**config.mk**
```make
export PLATFORM = sky130hd
export DESIGN_NAME = fetch_unit_flat
export DESIGN_NICKNAME = d
export VERILOG_FILES = /design/src/rtl/fetch_unit_if.sv /design/src/rtl/fetch_unit.sv /design/src/flat_wrapper.sv
export SDC_FILE = /design/constraint.sdc
export NUM_CORES = 1
export LEC_CHECK = 0
export ABC_AREA = 1
export BUFFER_PORTS_ARGS = -buffer_cell sky130_fd_sc_hd__buf_2
export CAP_MARGIN = 30
export CORE_MARGIN = 8
export CORE_UTILIZATION = 55
export CTS_BUF_LIST = sky130_fd_sc_hd__clkbuf_8
export CTS_CLUSTER_SIZE = 14
export DETAILED_ROUTE_END_ITERATION = 10
export PLACE_DENSITY_LB_ADDON = 0.2
export SLEW_MARGIN = 20
export SYNTH_ARGS = -nofsm -noshare
export SYNTH_HDL_FRONTEND = slang
export SYNTH_SLANG_ARGS = --single-unit
```
**constraint.sdc**
```tcl
create_clock -name i_clk -period 7.5 [get_ports i_clk]
set_clock_uncertainty 0.05 [all_clocks]
set_input_delay 0.75 -clock i_clk [delete_from_list [all_inputs] [get_ports i_clk]]
set_output_delay 0.75 -clock i_clk [all_outputs]
set_load 0.05 [all_outputs]
```
**src/rtl/fetch_unit_if.sv**
```systemverilog
// Fetch unit bus bundle: instruction-memory request/response, decode handoff and redirect.
// master = fetch unit; slave = memory, decode and branch-resolution side.
interface fetch_unit_if;
    logic        o_imem_req_valid;
    logic        i_imem_req_ready;
    logic [63:0] o_imem_addr;
    logic        i_imem_rsp_valid;
    logic [31:0] i_imem_rsp_data;
    logic        o_instr_valid;
    logic        i_instr_ready;
    logic [31:0] o_instr;
    logic [6:0]  o_instr_op;
    logic [63:0] o_instr_pc;
    logic        i_redirect;
    logic [63:0] i_redirect_pc;

    modport master (
        output o_imem_req_valid, o_imem_addr, o_instr_valid, o_instr, o_instr_op, o_instr_pc,
        input  i_imem_req_ready, i_imem_rsp_valid, i_imem_rsp_data, i_instr_ready,
               i_redirect, i_redirect_pc
    );

    modport slave (
        input  o_imem_req_valid, o_imem_addr, o_instr_valid, o_instr, o_instr_op, o_instr_pc,
        output i_imem_req_ready, i_imem_rsp_valid, i_imem_rsp_data, i_instr_ready,
               i_redirect, i_redirect_pc
    );
endinterface

```
**src/rtl/fetch_unit.sv**
```systemverilog
// Instruction fetch front end: issues in-order I-mem requests, buffers responses toward
// decode with their PCs, and discards responses of requests issued before a redirect.
module fetch_unit #(
    parameter logic [63:0] RESET_PC  = 64'h0000_0000_0000_0000,
    parameter int unsigned BUF_DEPTH = 2
) (
    input  logic         i_clk,
    input  logic         i_rst,
    fetch_unit_if.master bus
);
    // state   | meaning
    // S_BOOT  | single idle cycle after reset, no requests
    // S_RUN   | normal fetching
    // S_FLUSH | dropping responses of requests issued before a redirect

    localparam int unsigned PTR_W = $clog2(BUF_DEPTH);
    localparam int unsigned OCC_W = PTR_W + 1;
    // Headroom for stale requests piling up under repeated redirects against slow memory.
    localparam int unsigned CNT_W = PTR_W + 8;
    localparam int unsigned SUM_W = CNT_W + 1;
    localparam logic [31:0] NOP   = 32'h0000_0013;

    typedef enum logic [1:0] {S_BOOT, S_RUN, S_FLUSH} state_t;

    state_t           state_q, state_d;
    logic [63:0]      pc_q, pc_d;
    logic [CNT_W-1:0] inflight_q, inflight_d;
    logic [CNT_W-1:0] discard_q, discard_d;
    logic [31:0]      buf_instr_q [BUF_DEPTH];
    logic [63:0]      buf_pc_q    [BUF_DEPTH];
    logic [PTR_W-1:0] head_q, head_d, tail_q, tail_d;
    logic [OCC_W-1:0] occ_q, occ_d;
    logic [63:0]      tag_q [BUF_DEPTH];
    logic [PTR_W-1:0] tag_head_q, tag_head_d, tag_tail_q, tag_tail_d;
    logic             out_valid_q, out_valid_d;
    logic [31:0]      out_instr_q, out_instr_d;
    logic [63:0]      out_pc_q, out_pc_d;

    logic             req_valid, accept, rsp_known, rsp_stale, push, pop;
    logic [SUM_W-1:0] live_sum;
    logic [63:0]      push_pc;
    logic [1:0]       unused_redirect_lsb;

    assign unused_redirect_lsb = bus.i_redirect_pc[1:0];

    always_comb begin
        live_sum  = {1'b0, inflight_q} + SUM_W'(occ_q) - {1'b0, discard_q};
        req_valid = (state_q != S_BOOT) && !bus.i_redirect && (live_sum < SUM_W'(BUF_DEPTH));
        accept    = req_valid && bus.i_imem_req_ready;
        rsp_known = bus.i_imem_rsp_valid && (inflight_q != '0);
        rsp_stale = rsp_known && (discard_q != '0);
        push      = rsp_known && !bus.i_redirect && (discard_q == '0);
        pop       = out_valid_q && bus.i_instr_ready;
        push_pc   = tag_q[tag_head_q];
    end

    always_comb begin
        state_d = state_q;
        unique case (state_q)
            S_BOOT: state_d = S_RUN;
            S_RUN, S_FLUSH: begin
                if (bus.i_redirect) begin
                    state_d = (discard_d != '0) ? S_FLUSH : S_RUN;
                end else if ((state_q == S_FLUSH) && (discard_d == '0)) begin
                    state_d = S_RUN;
                end
            end
            default: state_d = S_BOOT;
        endcase
    end

    always_comb begin
        pc_d       = pc_q;
        inflight_d = inflight_q + CNT_W'(accept) - CNT_W'(rsp_known);
        discard_d  = discard_q;
        occ_d      = occ_q + OCC_W'(push) - OCC_W'(pop);
        head_d     = head_q + PTR_W'(pop);
        tail_d     = tail_q + PTR_W'(push);
        tag_head_d = tag_head_q + PTR_W'(push);
        tag_tail_d = tag_tail_q + PTR_W'(accept);

        if (bus.i_redirect) begin
            pc_d       = {bus.i_redirect_pc[63:2], 2'b00};
            discard_d  = inflight_q - CNT_W'(rsp_known);
            occ_d      = '0;
            head_d     = '0;
            tail_d     = '0;
            tag_head_d = '0;
            tag_tail_d = '0;
        end else begin
            if (accept) begin
                pc_d = pc_q + 64'd4;
            end
            if (rsp_stale) begin
                discard_d = discard_q - CNT_W'(1);
            end
        end
    end

    // Output registers mirror the next head so the head shows one cycle after its push
    // and keeps the last word once the buffer drains.
    always_comb begin
        out_valid_d = out_valid_q;
        out_instr_d = out_instr_q;
        out_pc_d    = out_pc_q;
        if (bus.i_redirect) begin
            out_valid_d = 1'b0;
        end else begin
            out_valid_d = (occ_d != '0);
            if (occ_d != '0) begin
                if (push && (head_d == tail_q)) begin
                    out_instr_d = bus.i_imem_rsp_data;
                    out_pc_d    = push_pc;
                end else begin
                    out_instr_d = buf_instr_q[head_d];
                    out_pc_d    = buf_pc_q[head_d];
                end
            end
        end
    end

    always_ff @(posedge i_clk) begin
        if (i_rst) begin
            state_q     <= S_BOOT;
            pc_q        <= RESET_PC;
            inflight_q  <= '0;
            discard_q   <= '0;
            occ_q       <= '0;
            head_q      <= '0;
            tail_q      <= '0;
            tag_head_q  <= '0;
            tag_tail_q  <= '0;
            out_valid_q <= 1'b0;
            out_instr_q <= NOP;
            out_pc_q    <= RESET_PC;
        end else begin
            state_q     <= state_d;
            pc_q        <= pc_d;
            inflight_q  <= inflight_d;
            discard_q   <= discard_d;
            occ_q       <= occ_d;
            head_q      <= head_d;
            tail_q      <= tail_d;
            tag_head_q  <= tag_head_d;
            tag_tail_q  <= tag_tail_d;
            out_valid_q <= out_valid_d;
            out_instr_q <= out_instr_d;
            out_pc_q    <= out_pc_d;
        end
    end

    always_ff @(posedge i_clk) begin
        if (push) begin
            buf_instr_q[tail_q] <= bus.i_imem_rsp_data;
            buf_pc_q[tail_q]    <= push_pc;
        end
        if (accept) begin
            tag_q[tag_tail_q] <= pc_q;
        end
    end

    assign bus.o_imem_req_valid = req_valid;
    assign bus.o_imem_addr      = pc_q;
    assign bus.o_instr_valid    = out_valid_q;
    assign bus.o_instr          = out_instr_q;
    assign bus.o_instr_op       = out_instr_q[6:0];
    assign bus.o_instr_pc       = out_pc_q;

    // A response landing on a full buffer means memory answered a request never issued.
    no_overflow_a: assert property (@(posedge i_clk) disable iff (i_rst)
        push |-> (occ_q != OCC_W'(BUF_DEPTH)));

endmodule

```
**src/flat_wrapper.sv**
```systemverilog
// flat-port wrapper written by rule: the top's interface ports become plain ports
module fetch_unit_flat 
#(
    parameter logic [63:0] RESET_PC  = 64'h0000_0000_0000_0000,
    parameter int unsigned BUF_DEPTH = 2
)
  (i_clk, i_rst, bus_o_imem_req_valid, bus_o_imem_addr, bus_o_instr_valid, bus_o_instr, bus_o_instr_op, bus_o_instr_pc, bus_i_imem_req_ready, bus_i_imem_rsp_valid, bus_i_imem_rsp_data, bus_i_instr_ready, bus_i_redirect, bus_i_redirect_pc);
  fetch_unit_if bus_i ();
  input  logic i_clk;
  input  logic i_rst;
  output wire logic [$bits(bus_i.o_imem_req_valid)-1:0] bus_o_imem_req_valid;
  output wire logic [$bits(bus_i.o_imem_addr)-1:0] bus_o_imem_addr;
  output wire logic [$bits(bus_i.o_instr_valid)-1:0] bus_o_instr_valid;
  output wire logic [$bits(bus_i.o_instr)-1:0] bus_o_instr;
  output wire logic [$bits(bus_i.o_instr_op)-1:0] bus_o_instr_op;
  output wire logic [$bits(bus_i.o_instr_pc)-1:0] bus_o_instr_pc;
  input wire logic [$bits(bus_i.i_imem_req_ready)-1:0] bus_i_imem_req_ready;
  input wire logic [$bits(bus_i.i_imem_rsp_valid)-1:0] bus_i_imem_rsp_valid;
  input wire logic [$bits(bus_i.i_imem_rsp_data)-1:0] bus_i_imem_rsp_data;
  input wire logic [$bits(bus_i.i_instr_ready)-1:0] bus_i_instr_ready;
  input wire logic [$bits(bus_i.i_redirect)-1:0] bus_i_redirect;
  input wire logic [$bits(bus_i.i_redirect_pc)-1:0] bus_i_redirect_pc;
  assign bus_o_imem_req_valid = bus_i.o_imem_req_valid;
  assign bus_o_imem_addr = bus_i.o_imem_addr;
  assign bus_o_instr_valid = bus_i.o_instr_valid;
  assign bus_o_instr = bus_i.o_instr;
  assign bus_o_instr_op = bus_i.o_instr_op;
  assign bus_o_instr_pc = bus_i.o_instr_pc;
  assign bus_i.i_imem_req_ready = bus_i_imem_req_ready;
  assign bus_i.i_imem_rsp_valid = bus_i_imem_rsp_valid;
  assign bus_i.i_imem_rsp_data = bus_i_imem_rsp_data;
  assign bus_i.i_instr_ready = bus_i_instr_ready;
  assign bus_i.i_redirect = bus_i_redirect;
  assign bus_i.i_redirect_pc = bus_i_redirect_pc;
  fetch_unit #(.RESET_PC(RESET_PC), .BUF_DEPTH(BUF_DEPTH)) u_core (.i_clk(i_clk), .i_rst(i_rst), .bus(bus_i));
endmodule
```
**After elaboration in Yosys (flattened, before gate mapping)**

Memories as Yosys holds them, arrays and structs flattened. A register that Yosys moved wholly into a read port is not among the register bits.
Cells that the tools add are included.

- Register bits after elaboration: 91
- Memory bits (writable): 320
- Output and inout port bits: 169
- Memories kept: 3

- $add $sub $neg: 13
- $lt $le $gt $ge: 1
- Equality and inequality tests: 3
- Multiplexer cells: 15
- Bitwise operators: 1
- Reduce and logical (&&, ||, !) cells: 22

Memory list:

| name | depth | bits a word | read ports | clocked after memory_dff | write ports | RTL line | source |
|---|---|---|---|---|---|---|---|
| u_core.buf_pc_q | 2 | 64 | 1 | 1 | 1 | fetch_unit.sv:30 | `logic [63:0] buf_pc_q [BUF_DEPTH];` |
| u_core.tag_q | 2 | 64 | 1 | 1 | 1 | fetch_unit.sv:33 | `logic [63:0] tag_q [BUF_DEPTH];` |
| u_core.buf_instr_q | 2 | 32 | 1 | 1 | 1 | fetch_unit.sv:29 | `logic [31:0] buf_instr_q [BUF_DEPTH];` |

Operators by type and width:

| cell | count |
|---|---|
| two-way mux 64 bit | 2 |
| adder 64 x 3 -> 64 bit (second input constant) | 1 |
| nonzero test 9 bit | 3 |
| zero test 9 bit | 2 |
| two-way mux 9 bit | 2 |
| subtractor 9 x 1 -> 9 bit | 2 |
| adder 9 x 2 -> 10 bit | 1 |
| less-than comparator 10 x 2 -> 1 bit (second input constant) | 1 |
| subtractor 10 x 9 -> 10 bit | 1 |
| adder 9 x 1 -> 9 bit | 1 |
| logical AND 1 bit | 9 |
| subtractor 9 x 1 -> 9 bit (second input constant) | 1 |
| two-way mux 2 bit | 4 |
| two-way mux 1 bit | 6 |
| nonzero test 2 bit | 3 |
| adder 1 bit | 4 |
| one-hot mux 2 bit (2 select lines) | 1 |
| OR reduction 2 bit | 2 |
| != test 3 x 2 -> 1 bit (second input constant) | 1 |
| adder 2 x 1 -> 2 bit | 1 |
| == test 2 x 1 -> 1 bit (second input constant) | 1 |
| == test 2 bit (second input constant) | 1 |
| zero test 2 bit | 1 |
| AND reduction 2 bit | 1 |
| 3 further kinds | 3 |

**Logic depth before layout (Yosys ltp)**

Gate-level depths: netlist of run 1.

- Depth in word-level cells: 10
- Depth in mapped cells: 29
- Gate-level depth less buffers: 29

**Worst setup path before layout of run 1**

Ideal clock, no wire load.

- Path kind: flip-flop to flip-flop
- Start point: register u_core.inflight_q[1]
- End point: memory u_core.tag_q[1][10], enable pin
- Setup time: 0.427 ns
- Arrival time: 4.123 ns
- Path slack: 2.901 ns
- Stages on the path, launching flop included: 17
- Path buffers: 0
- Path through: dfxtp_1 inv_1 fa_1 inv_1 fa_1 nand3_1 nand2_1 nand2_1 nand2_1 nand2_1 nand2_1 xor2_1 nand3_1 nor2_2 nand3_1 nor3b_1 ha_1

- Word-level cells in the longest chain between the ends: 7

RTL lines:

| element | RTL line | source |
|---|---|---|
| from (decl) | fetch_unit.sv:27 | `logic [CNT_W-1:0] inflight_q, inflight_d;` |
| from (signal assigned) | fetch_unit.sv:139 | `inflight_q <= inflight_d;` |
| adder 9 x 2 -> 10 bit | fetch_unit.sv:47 | `live_sum = {1'b0, inflight_q} + SUM_W'(occ_q) - {1'b0, discard_q};` |
| subtractor 10 x 9 -> 10 bit | fetch_unit.sv:47 |  |
| less-than comparator 10 x 2 -> 1 bit | fetch_unit.sv:48 | `req_valid = (state_q != S_BOOT) && !bus.i_redirect && (live_sum < SUM_W'(BUF_DEPTH));` |
| logical AND 1 bit | fetch_unit.sv:48 |  |
| logical AND 1 bit | fetch_unit.sv:49 | `accept = req_valid && bus.i_imem_req_ready;` |
| two-way mux 1 bit | fetch_unit.sv:157 | `if (accept) begin` |
| two-way mux 1 bit (implied by the code) | fetch_unit.sv:158 | `tag_q[tag_tail_q] <= pc_q;` |
| to (decl) | fetch_unit.sv:33 |  |

Every way passes these cells.

**Worst setup path in the final report of run 1**

- Start point: register u_core.inflight_q[1]
- End point: memory u_core.tag_q[0][10], enable pin

Same word-level chain as after synthesis.

==> results by group, run 1 <==
CTS
  – CTS tree: yes
  – Post-CTS Setup Bufs: 0
  – H-tree levels: 3
  – Bufs on Longest Clock Path: 3
  – CTS root buffer: clkbuf_8
  – Post_cts resized: 0
  – TritonCTS buffer count: 82
  – Cts hold-fix bufs: 0
  – # clock sinks: 495
  – Worst-path clk slew: 0.06 ns
  – Worst-Skew Late Latency: 0.65 ns

Floorplan
  – Die footprint: 48660 um2
  – Die height: 220.6 um
  – # rows: 75
  – Die W: 220.6 um
  – Total I/O pin count: 271
  – Starting Density: 0.5525
  – Core ar.: 41670 um2

Run status
  – Status: completed

Layout
  – Commonest non-fill, non-tap cells in the layout: nand2_1, edfxtp_1, inv_1
  – Final core utilization: 0.6313
  – Area grow syn2layout: 14.26%
  – Commonest non-fill, non-tap cell in the layout: nand2_1
  – Nets: 2898
  – Fillers: 3533
  – Multi-input gate area in the final layout: 8472 um2
  – Share of layout cells above drive strength 1: 0.1561
  – FF/Latch Area: 13030 um2

Worst setup path
  – FF-to-FF setup slack: 2.48 ns
  – CP Buf/Inv Count: 3
  – Start point of the critical path: u_core.inflight_q[1]$_SDFF_PP0_
  – Reg2reg start: u_core.inflight_q[1]$_SDFF_PP0_
  – Kind of critical path: reg2reg
  – Crit-path max FO: 34
  – Critical-path top delay cell: ha_2
  – CP Capture Point: u_core.tag_q[0][10]$_DFFE_PP_
  – R2R Path End: u_core.tag_q[0][10]$_DFFE_PP_
  – WP depth: 17
  – CP top delay family: adder cells
  – Max incr delay on CP: 0.91 ns
  – Most used cell, CP: nand2_1
  – Crit start category: register
  – Worst Setup End Kind: register
  – R2R cell count: 17
  – Critical path data arrival time: 5.27 ns
  – Worst-path cell chain: inv_1, fa_1, inv_1, fa_1, nand3_1, nand2_1, nand2_1, nand2_1, nand2_1, nand2_1, xor2_1, nand3_1, nor2_2, nand3_1, nor3b_1, ha_2, buf_4
  – Required time of the critical path: 7.74 ns

Drt
  – ANT nets after route: 0
  – Via density per instance: 5.588
  – Avg WL per Cell: 18.86 um
  – Remaining DRCs: 0
  – Met2 wire len: 28.12 mm
  – DR vias: 18770
  – M1 WL: 28.27 mm
  – First DRT Iteration DRCs: 1668
  – WL final: 63.34 mm
  – Max Used Layer: met4
  – DR WL met3: 5.618 mm
  – First drt pass iteration count: 6

Power
  – Power Density: 275.0 nW/um2
  – Lkg Pwr: 11.50 nW
  – Maximum vdd drop: 124.0 uV

Logic synthesis
  – Syn Area/Cell: 9.117 um2
  – Synthesized area: 23020 um2
  – Adder-Cell Fraction of Synth Area: 0.02707
  – Post-synthesis compound-gate area fraction: 0.1098
  – Synth area leaders: edfxtp_1, dfxtp_1, nand2_1
  – Dominant cell type by area after synthesis: edfxtp_1
  – Post-Synth XOR/XNOR Area: 0.02207
  – Cell count after synthesis: 2525
  – Top-area cell type share of the netlist area: 0.4070
  – Synth Register Bits: 495
  – Post-synthesis sequential area ratio: 0.5661
  – Largest family of logic cells by synthesized area: simple AND/OR/NAND/NOR gates
  – Distinct cells, synth: 47
  – Simple-gate share of the synthesized area: 0.2047
  – Post-synthesis mux area share: 0.001304
  – Yosys warns: 0

Placement
  – Post-Place Setup Slack: 2.606 ns
  – Placer Congestion: 0.9179
  – I/O Buffers: 264
  – Detail Placement HPWL: 42.45 mm

Timing
  – RSZ-0062 raised after global routing: no
  – Final setup viols: 0
  – Setup_tns: 0 ns
  – Slew Viols, Final: 0
  – Final period util: 0.6699
  – Fin worst setup slack: 2.476 ns
  – Max-slew headroom: 0.4063
  – Final hold vios: 0
  – Highest clock rate: 0.1990 GHz
  – Worst Tran Pin Value: 0.8906 ns
  – Tmin final: 5.024 ns

Global routing
  – Largest net degree at the start of global routing: 96
  – Vias in the first global route: 17960
  – Grt total ovfl: 0
  – Antenna violations before repair: 1
  – GRT Total Usage: 0.2549
  – First-pass GRT wire length: 98.33 mm

Min path
  – HP Class: in2reg
  – Hold Crit Start: bus_i_imem_rsp_data[28]

Run
  – Max cap viols: 0
flip-flops by register name, indices dropped and copies added, names as in the netlist, 2 cells and up:
register	cells
u_core.occ_q	2
u_core.bus.o_instr	32
u_core.state_q	2
u_core.buf_instr_q	64
u_core.tag_q	124
u_core.buf_pc_q	124
u_core.inflight_q	9
u_core.discard_q	9
u_core.bus.o_instr_pc	62
u_core.bus.o_imem_addr	62
power by group:
| group | internal [mW] | total [mW] | leakage, nW | switching [mW] |
|---|---|---|---|---|
| clock network | 1.25 | 2.32 | 0.968 | 1.07 |
| logic | 0.526 | 1.71 | 6.21 | 1.19 |
| registers | 3.07 | 3.20 | 4.32 | 0.131 |
metrics by stage:
stage	hold WS (ns)	total power [mW]	area [um2]	std cells
finish	0.2830	7.234	26300	3358
global route	0.2509	7.610	26300	3358
CTS	0.2292	7.269	26270	3356
detailed placement	0.4312	4.949	24640	3202
global placement	0.4244	4.891	24550	3198
floorplan	0.4312	4.527	23030	2528
layer usage:
metal | GRT usage | vias up
met1 | 0.3664 | 8855
met2 | 0.3862 | 807
met5 | 0 | -
met3 | 0.04743 | 86
met4 | 0.08448 | 0
li1 | - | 9018
Yosys cell counts, drive strengths merged:
cell type and n:
a211oi 30, a21o 1, a21oi 94, a31oi 62
and2 1, and3 1, buf 58, clkbuf 94
clkinv 2, conb 1, dfxtp 183, edfxtp 312
fa 3, ha 45, inv 238, mux2i 3
nand2 618, nand3 121, nand3b 2, nand4 88
nor2 228, nor3 31, nor3b 3, nor4 7
nor4b 1, o211ai 32, o21ai 135, o21bai 67
o31ai 2, or2 4, xnor2 20, xor2 38
kinds of logic (layout without fill, tap and decap cells):
family | after synthesis | after routing
simple gates | 1105 | 1105
fa+ha+maj | 48 | 48
flops | 495 | 495
compound gates | 423 | 423
buf+inv | 392 | 682
mux | 3 | 3
other cells | 1 | 5
xor+xnor | 58 | 58
worst min-delay path by stage:
stage	endpoint	slack (ns)	depth (start not counted)
2_1_floorplan	u_core.state_q[0]$_SDFFE_PP0P_	0.43	2
3_3_place_gp	u_core.bus.o_instr[31]$_SDFFE_PP0P_	0.42	2
3_5_place_dp	u_core.bus.o_instr[9]$_SDFFE_PP0P_	0.43	2
4_1_cts	u_core.buf_instr_q[0][1]$_DFFE_PP_	0.23	1
5_1_grt	u_core.buf_instr_q[1][18]$_DFFE_PP_	0.25	1
6_report	u_core.buf_instr_q[0][28]$_DFFE_PP_	0.28	1
cell type report:
class                   instances  share of cell area
flip-flops and latches        495              0.4955
diodes                          1          0.00009513
inverters                     240             0.03439
well taps                     539             0.02564
multi-input cells            1641              0.3221
repair buffers                288             0.06031
clock inverters                57             0.01123
clock buffers                  97             0.05075
No activity file was read; power rests on OpenSTA's default activity.
==> run 2, diff against run 1 <==
==> constraint.sdc (replaced) <==
create_clock -name i_clk -period 5.15 [get_ports i_clk]
set_clock_uncertainty 0.05 [all_clocks]
set_input_delay 0.515 -clock i_clk [delete_from_list [all_inputs] [get_ports i_clk]]
set_output_delay 0.515 -clock i_clk [all_outputs]
set_load 0.05 [all_outputs]
==> run 2 against run 1 <==
- largest power group unchanged
- via count grew 0.19%
- critical path type unchanged
- maximum frequency increased by 9.5%
- utilization rose by 0.47 points
- power is 45% higher
- first-iteration DRC count grew 11%
- largest cell class unchanged
- count of clock-buffer cells in the layout is 1 higher
- die area unchanged
==> results by group, run 2 (synthesis gave the netlist of run 1 again) <==
Global routing
  – First-pass GRT wire length: 98.16 mm
  – GRT Total Usage: 0.2549
  – Vias in the first global route: 17750
  – Antenna violations before repair: 1
  – Largest net degree at the start of global routing: 105
  – Grt total ovfl: 0

Floorplan
  – Die footprint: 48660 um2
  – Core ar.: 41670 um2
  – Die height: 220.6 um
  – Die W: 220.6 um
  – Starting Density: 0.5525
  – Total I/O pin count: 271
  – # rows: 75

Power
  – Logic pwr share: 0.240
  – Maximum vdd drop: 172.0 uV
  – Switching pwr: 3.506 mW
  – Register share of total power: 0.444
  – Lkg Pwr: 11.55 nW
  – Switching part of the total: 0.3344
  – Power Density: 395.6 nW/um2
  – Internal: 6.978 mW
  – Clock power frac: 0.316

Timing
  – Worst Tran Pin Value: 0.9324 ns
  – Fin worst setup slack: 0.5635 ns
  – Final setup viols: 0
  – RSZ-0062 raised after global routing: no
  – Final period util: 0.8906
  – Setup_tns: 0 ns
  – Max-slew headroom: 0.3784
  – Tmin final: 4.587 ns
  – Highest clock rate: 0.2180 GHz
  – Final hold vios: 0
  – Slew Viols, Final: 0

CTS
  – Bufs on Longest Clock Path: 3
  – Worst-path clk slew: 0.06 ns
  – Post-CTS Setup Bufs: 0
  – Worst-Skew Late Latency: 0.66 ns
  – TritonCTS buffer count: 81
  – CTS tree: yes
  – H-tree levels: 3
  – # clock sinks: 495
  – Cts hold-fix bufs: 17
  – CTS root buffer: clkbuf_8
  – Post_cts resized: 0

Drt
  – ANT nets after route: 0
  – WL final: 63.27 mm
  – First drt pass iteration count: 6
  – DR vias: 18800
  – First DRT Iteration DRCs: 1858
  – Avg WL per Cell: 18.74 um
  – Via density per instance: 5.569
  – Remaining DRCs: 0

Worst setup path
  – Most used cell, CP: nand2_1
  – Crit-path max FO: 5
  – Crit start category: register
  – Kind of critical path: reg2reg
  – FF-to-FF setup slack: 0.56 ns
  – Critical path data arrival time: 5.05 ns
  – CP Buf/Inv Count: 3
  – Worst Setup End Kind: register
  – Critical-path top delay cell: fa_1
  – Max incr delay on CP: 0.53 ns
  – Required time of the critical path: 5.61 ns
  – CP top delay family: adder cells

Layout
  – Area grow syn2layout: 15.11%
  – Leading registers by flop count: u_core.buf_pc_q x124, u_core.tag_q x124, u_core.buf_instr_q x64
  – Nets: 2919
  – Commonest non-fill, non-tap cell in the layout: nand2_1
  – Commonest non-fill, non-tap cells in the layout: nand2_1, edfxtp_1, buf_2
  – Share of layout cells above drive strength 1: 0.1587

Placement
  – Placer Congestion: 0.9221
  – I/O Buffers: 264
  – Post-Place Setup Slack: 0.6724 ns
  – Detail Placement HPWL: 42.44 mm

Run
  – Max cap viols: 0

Min path
  – HP Class: in2reg

Run status
  – Status: completed
## run 2: cell count changes in the layout (fill, tap and decap cells not counted), moves of 4 or more
cell           change
buf_12             +4
inv_1             -10
clkinv_2           +4
dlygate4sd3_1     +17
## run 2: area by class of cell
cell class	instances	area, um2
Timing Repair Buffer	310	1824
Inverter	240	904.6
Clock inverter	52	239.0
Multi-Input combinational cell	1641	8472
Antenna cell	1	2.502
Tap cell	539	674.4
Clock buffer	98	1349
Sequential cell	495	13030
Fill cell	3479	15170
## run 2: worst register-to-register path: cells and delay by family (launching register included)
kind / cells / cell delay [ns]
simple gates: 14 / 1.12
flops: 1 / 0.36
compound gates: 6 / 0.80
xor+xnor: 1 / 0.14
fa+ha+maj: 4 / 1.62
buf+inv: 3 / 0.37
## run 2: path summary, 6_finish.rpt
| check | start | endpoint | depth (start not counted) |
|---|---|---|---|
| worst max-delay path | u_core.inflight_q[1]$_SDFF_PP0_ | u_core.inflight_q[8]$_SDFF_PP0_ | 28 |
| worst min-delay path | bus_i_imem_rsp_data[22] | u_core.buf_instr_q[1][22]$_DFFE_PP_ | 1 |
| worst max register to register | u_core.inflight_q[1]$_SDFF_PP0_ | u_core.inflight_q[8]$_SDFF_PP0_ | 28 |
| worst min register to register | u_core.bus.o_instr[27]$_SDFFE_PP0P_ | u_core.bus.o_instr[27]$_SDFFE_PP0P_ | 2 |
## run 2: power by group through the flow
stage          logic, mW  registers (mW)  clock network, mW
2_1_floorplan       1.50            5.09                  0
3_3_place_gp        2.45            4.73                  0
3_5_place_dp        2.49            4.74                  0
4_1_cts             2.51            4.66               3.38
5_1_grt             2.80            4.68               3.55
6_report            2.51            4.66               3.31
## run 2: stage by stage
step | util | std cells | total power [mW] | hold WS (ns) | cell area (um2)
2_1_floorplan | - | 2528 | 6.593 | 0.4312 | 23030
3_3_place_gp | 0.5924 | 3206 | 7.175 | 0.4246 | 24680
3_5_place_dp | 0.5931 | 3207 | 7.226 | 0.4265 | 24710
4_1_cts | 0.6353 | 3374 | 10.55 | 0.0002771 | 26470
5_1_grt | 0.6360 | 3376 | 11.04 | 0.01504 | 26500
6_report | 0.6360 | 3376 | 10.48 | 0.04554 | 26500
## run 2: per-layer routing
layer,up-vias,global-route usage,wire (um)
li1,9028,-,-
met1,8884,0.3739,28830
met2,792,0.3784,27830
met3,97,0.04511,5146
met4,0,0.08671,1463
met5,-,0,0
